==> src/rtl/fetch_unit.sv <==
// fetch_unit: PC sequencing, I-cache fetch into a one-entry decode buffer, redirect and HALT handling
module fetch_unit #(
  parameter logic [31:0] PC_STEP = 32'd4,
  parameter logic [5:0]  HALT_OP = 6'h3F
) (
  input  logic        clk,
  input  logic        nRst,
  input  logic [31:0] pc_out,
  output logic [31:0] pc_in,
  output logic        pc_WEN,
  output logic        iREN,
  output logic [31:0] iaddr,
  input  logic        ihit,
  input  logic [31:0] iload,
  output logic [31:0] instr,
  output logic [31:0] instr_pc,
  output logic        instr_valid,
  input  logic        instr_ready,
  input  logic        redirect,
  input  logic [31:0] redirect_pc,
  output logic        halted,
  output logic [31:0] fetch_count
);
  typedef enum logic [1:0] {RUN, DRAIN, HALTED} state_t;
  state_t state, state_n;
  logic accept, space, is_halt, redir, fetch;
  assign accept  = instr_valid & instr_ready;
  assign space   = !instr_valid | accept;
  assign is_halt = iload[31:26] == HALT_OP;
  assign redir   = redirect & (state != HALTED);
  assign fetch   = iREN & ihit;
  assign halted  = state == HALTED;
  // All combinational outputs are forced low while reset is held.
  always_comb begin
    state_n = state;
    iREN    = 1'b0;
    pc_WEN  = 1'b0;
    pc_in   = '0;
    iaddr   = '0;
    if (nRst) begin
      iaddr   = pc_out;
      iREN    = state == RUN && !redirect && space;
      pc_WEN  = redir | (iREN & ihit & !is_halt);
      pc_in   = redir ? redirect_pc : pc_out + PC_STEP;
      state_n = redir ? RUN :
                (state == RUN && iREN && ihit && is_halt) ? DRAIN :
                (state == DRAIN && accept) ? HALTED : state;
    end
  end
  always_ff @(posedge clk or negedge nRst)
    if (!nRst) state <= RUN;
    else state <= state_n;
  always_ff @(posedge clk or negedge nRst)
    if (!nRst) begin
      instr       <= '0;
      instr_pc    <= '0;
      instr_valid <= 1'b0;
      fetch_count <= '0;
    end else begin
      if (accept && !redirect) fetch_count <= fetch_count + 32'd1;
      if (fetch) begin
        instr       <= iload;
        instr_pc    <= pc_out;
        instr_valid <= 1'b1;
      end else if (redir || accept) instr_valid <= 1'b0;
    end
endmodule

==> config.mk <==
export PLATFORM = sky130hd
export DESIGN_NAME = fetch_unit
export DESIGN_NICKNAME = d
export VERILOG_FILES = /design/src/rtl/fetch_unit.sv
export SDC_FILE = /design/constraint.sdc
export NUM_CORES = 1
export LEC_CHECK = 0
export CAP_MARGIN = 20
export CELL_PAD_IN_SITES_DETAIL_PLACEMENT = 1
export CELL_PAD_IN_SITES_GLOBAL_PLACEMENT = 2
export CORE_UTILIZATION = 25
export DETAILED_ROUTE_END_ITERATION = 16
export PLACE_DENSITY = 0.88
export SYNTH_ARGS = -nofsm -noshare
export SYNTH_HDL_FRONTEND = slang
export SYNTH_SLANG_ARGS = --single-unit
==> constraint.sdc <==
create_clock -name clk -period 5.37 [get_ports clk]
set_input_delay 1.074 -clock clk [delete_from_list [all_inputs] [get_ports clk]]
set_output_delay 1.074 -clock clk [all_outputs]
set_load 0.03 [all_outputs]
### Word level (Yosys, flattened, before mapping)

Index checks and enable logic that the tools add are counted.

| storage, ports and cells | value |
|---|---|
| bits in registers | 99 |
| input port bits | 101 |

| cells by class | value |
|---|---|
| add/subtract/negate cells | 2 |
| equal/unequal tests | 4 |
| multiplexer cells | 10 |
| bitwise gates (word level) | 7 |
| reductions and logical operators | 15 |

Operators by type and width:

| cell | number |
|---|---|
| 32-bit two-way mux | 3 |
| 32-bit by 1-bit adder with 32-bit output (second input constant) | 1 |
| 32-bit by 3-bit adder with 32-bit output (second input constant) | 1 |
| 1-bit logical AND | 7 |
| 6-bit == test (second input constant) | 1 |
| 2-bit two-way mux | 3 |
| 1-bit bitwise AND | 5 |
| 1-bit two-way mux | 4 |
| 1-bit logical NOT | 3 |
| 3-bit nonzero test | 1 |
| 2-bit by 1-bit == test with 1-bit output (second input constant) | 1 |
| 2-bit == test (second input constant) | 1 |
| 2-bit logical NOT | 1 |
| 2-bit != test (second input constant) | 1 |
| 1-bit OR | 2 |
| 2-bit AND reduction | 1 |
| 2-bit nonzero test | 1 |
| 1-bit logical OR | 1 |

### Depth between registers and ports, before layout

| logic depth | value |
|---|---|
| depth after elaboration | 8 |
| depth in mapped cells | 7 |
| depth with buffers taken out | 6 |

### Worst setup path before layout

Ideal clock, no wire load.

| timing path | value |
|---|---|
| kind | input to output |
| start point | input pc_out[8] |
| end point | output pc_in[21] |
| arrival time | 2.653 ns |
| data required time | 4.296 ns |
| path slack | 1.643 ns |
| stages | 5 |
| cells stage by stage | nand4_4 > nor4_4 > nand2_1 > xor2_1 > a211oi_1 |

| on the way | value |
|---|---|
| longest elaborated chain between the ends | 3 |

Ends and longest elaborated chain:

| element | RTL line | source |
|---|---|---|
| from (decl) | 8 | `input logic [31:0] pc_out,` |
| 32-bit by 3-bit adder with 32-bit output | 44 | `pc_in = redir ? redirect_pc : pc_out + PC_STEP;` |
| 32-bit two-way mux | 44 |  |
| 32-bit two-way mux | 40 | `if (nRst) begin` |
| to (decl) | 9 | `output logic [31:0] pc_in,` |

No other way between the ends.

### Worst setup path after layout

| timing path | value |
|---|---|
| start point | input pc_out[9] |
| end point | output pc_in[24] |

The elaborated chain is that of the path after synthesis.

==> out/qor.yml <==
numCtsBuffers: 9
rsz0062_at_grt: "no"
crit_required_ps: 4300
cts_tree: "built"
hold_viol_final: 0
final_common_cell: "clkdlybuf4s50_1"
ys_ff_latch: 99
synth_edf_count: 0
synth.avg_cell_area_um2: 10.94
finalCriticalPeriod_ps: 4865
vias: 4629
yosysUniqueCellTypes: 42
die_y_um: 145.6
leakage_nw: 3.344
cp_max_fo: 7
worst_ir_drop_vdd_v: 0.0001361
drv_slew: 0
timing_worst_setup_path_type: "in2out"
worstSetupEndpointType: "output pin"
synth_area_leaders: "dfrtp_1 48%, mux2_2 14%, xnor2_1 5.8%"
grt_pass1_wl_um: 27860
antenna_cells: 0
htreeDepth: 3
avgViaCountPerCell: 4.561
dieArea_um2: 21190
yosysWarnings: 0
synth_top_area_cell: "dfrtp_1"
finClkSkew_ps: 5.194
totalWireLength_um: 17740
drc: 0
portBuffers: 264
overflow: 0
min_path_type: "reg2reg"
core_area_um2: 20230
clk_latency_ps: 350
design_area_um2: 8487
ys_async_sr_fraction_pct: 100.0
cts_sinks: 99
synthCells: 471
run_status: "finished clean"
netlist_area_um2: 5154
num_rows: 52
grt_usage_pct: 17.01
final_util_pct: 41.94
drive_above_1_share_pct: 14.63
syn_nets: 574
dr.pass1.iters: 4
start_kind: "input port"
fillers: 2238
post_dp_cell_area_um2: 8159
cap_violations: 0
max_freq_ghz: 0.2055
crit_arrival_ps: 3790
hpwl_um: 13560
ys.flop_type: "dfrtp_1"
setup_viol: 0
power.density_nw_per_um2: 295.3
cts_resized: 0
first_global_vias: 4757
relSlewSlack_pct: 49.82
syn2layout_area_growth_pct: 64.68
root_buffer: "clkbuf_16"
start_util_pct: 25.47
detail_route.iter0.violations: 107
routedWlPerCell_um: 17.48
postCtsSetupRepairBufs: 0
final.setup.tns_ps: 0
grt_max_degree: 67
post-route-period-util_pct: 90.61
die_x_um: 145.6
gp_congestion: 0.8057
fin_nets: 843
num_io_pins: 265
yosys.area.top_type_share_pct: 48.07
clkSlewWorstSetupHoldPaths_ps: 70
mostFrequentLayoutCells: "263 x clkdlybuf4s50_1, 99 x dfrtp_1, 64 x mux2_2"
p_total_mw: 2.506
cts_buffer_depth: 2
cts_hold_buf: 0
antenna_found_initial: 0
ant_nets: 0
worst_pin_slew_ps: 745.8
synth-seq-area-share_pct: 48.07
worst paths after layout:
path,from,end,slack (ps),cells past startpoint
max in group asynchronous,nRst,instr[28],3680,3
min reg2reg,instr_pc[12],instr_pc[12],490,2
min,instr_pc[12],instr_pc[12],490,2
max,pc_out[9],pc_in[24],500,7
min in group asynchronous,nRst,fetch_count[29],610,1
max reg2reg,instr_valid,instr[20],3300,5
routing by layer:
metal	global-route usage [%]	wire length, um
met5	0	0
met4	4.368	169
met3	5.016	1207
met2	29.06	8756
met1	20.91	7604
area by class of cell:
type	instances	area, um^2	area share (%)
clock inverters	7	75.07	0.8846
multi-input cells	346	2560	30.16
inverters	4	15.01	0.1769
flip-flops and latches	99	2477	29.19
repair buffers	280	2796	32.95
well taps	270	337.8	3.981
clock buffers	9	225.2	2.654
flip-flops by register name (all words and copies together), names as in the netlist:
signal / flops
instr_pc: 32
fetch_count: 32
instr_valid: 1
state: 2
instr: 32
Yosys cell counts (4+ instances only):
cell,n
buf_2,6
nand4_1,18
a21oi_1,21
nor3_1,4
nand3_1,27
clkbuf_1,11
inv_1,4
a211oi_1,8
xnor2_1,34
and3_1,5
mux2_2,64
xor2_1,25
and4_1,4
dfrtp_1,99
o21ai_0,22
nand2_1,24
and2_1,36
nor2_1,25
cell families after synthesis:
kind of cell             after synthesis  share of synthesized area [%]
adder cells (fa/ha/maj)                2                         0.4855
buffers and inverters                 26                          2.549
XOR/XNOR                              59                          10.03
AO/OA/AOI/OAI                         57                          6.361
flip-flops                            99                          48.07
AND/OR/NAND/NOR                      161                          17.94
multiplexers                          67                          14.57
metrics by stage:
step                cells  worst slack [ps]  hold slack, ps
floorplan             471              1643           528.2
detailed placement    998             476.9           484.3
global placement      998             509.6           463.5
CTS                  1014             471.8           500.1
global route         1015             347.9           522.5
finish               1015             504.5           493.7
worst max-delay path, cell delays in order:
cell	delay, ps
clkdlybuf4s50_1	630
nand4_4	210
nor4_4	550
nand3_2	120
xor2_1	180
a211oi_2	310
clkdlybuf4s50_1	720
power breakdown:
part	switching [mW]	internal, mW	leakage, nW	total (mW)
sequential	0.0649	0.856	1.24	0.921
clock	0.310	0.365	0.144	0.675
combinational	0.494	0.416	1.96	0.910
Note: power is estimated with default switching activity, not from simulation.
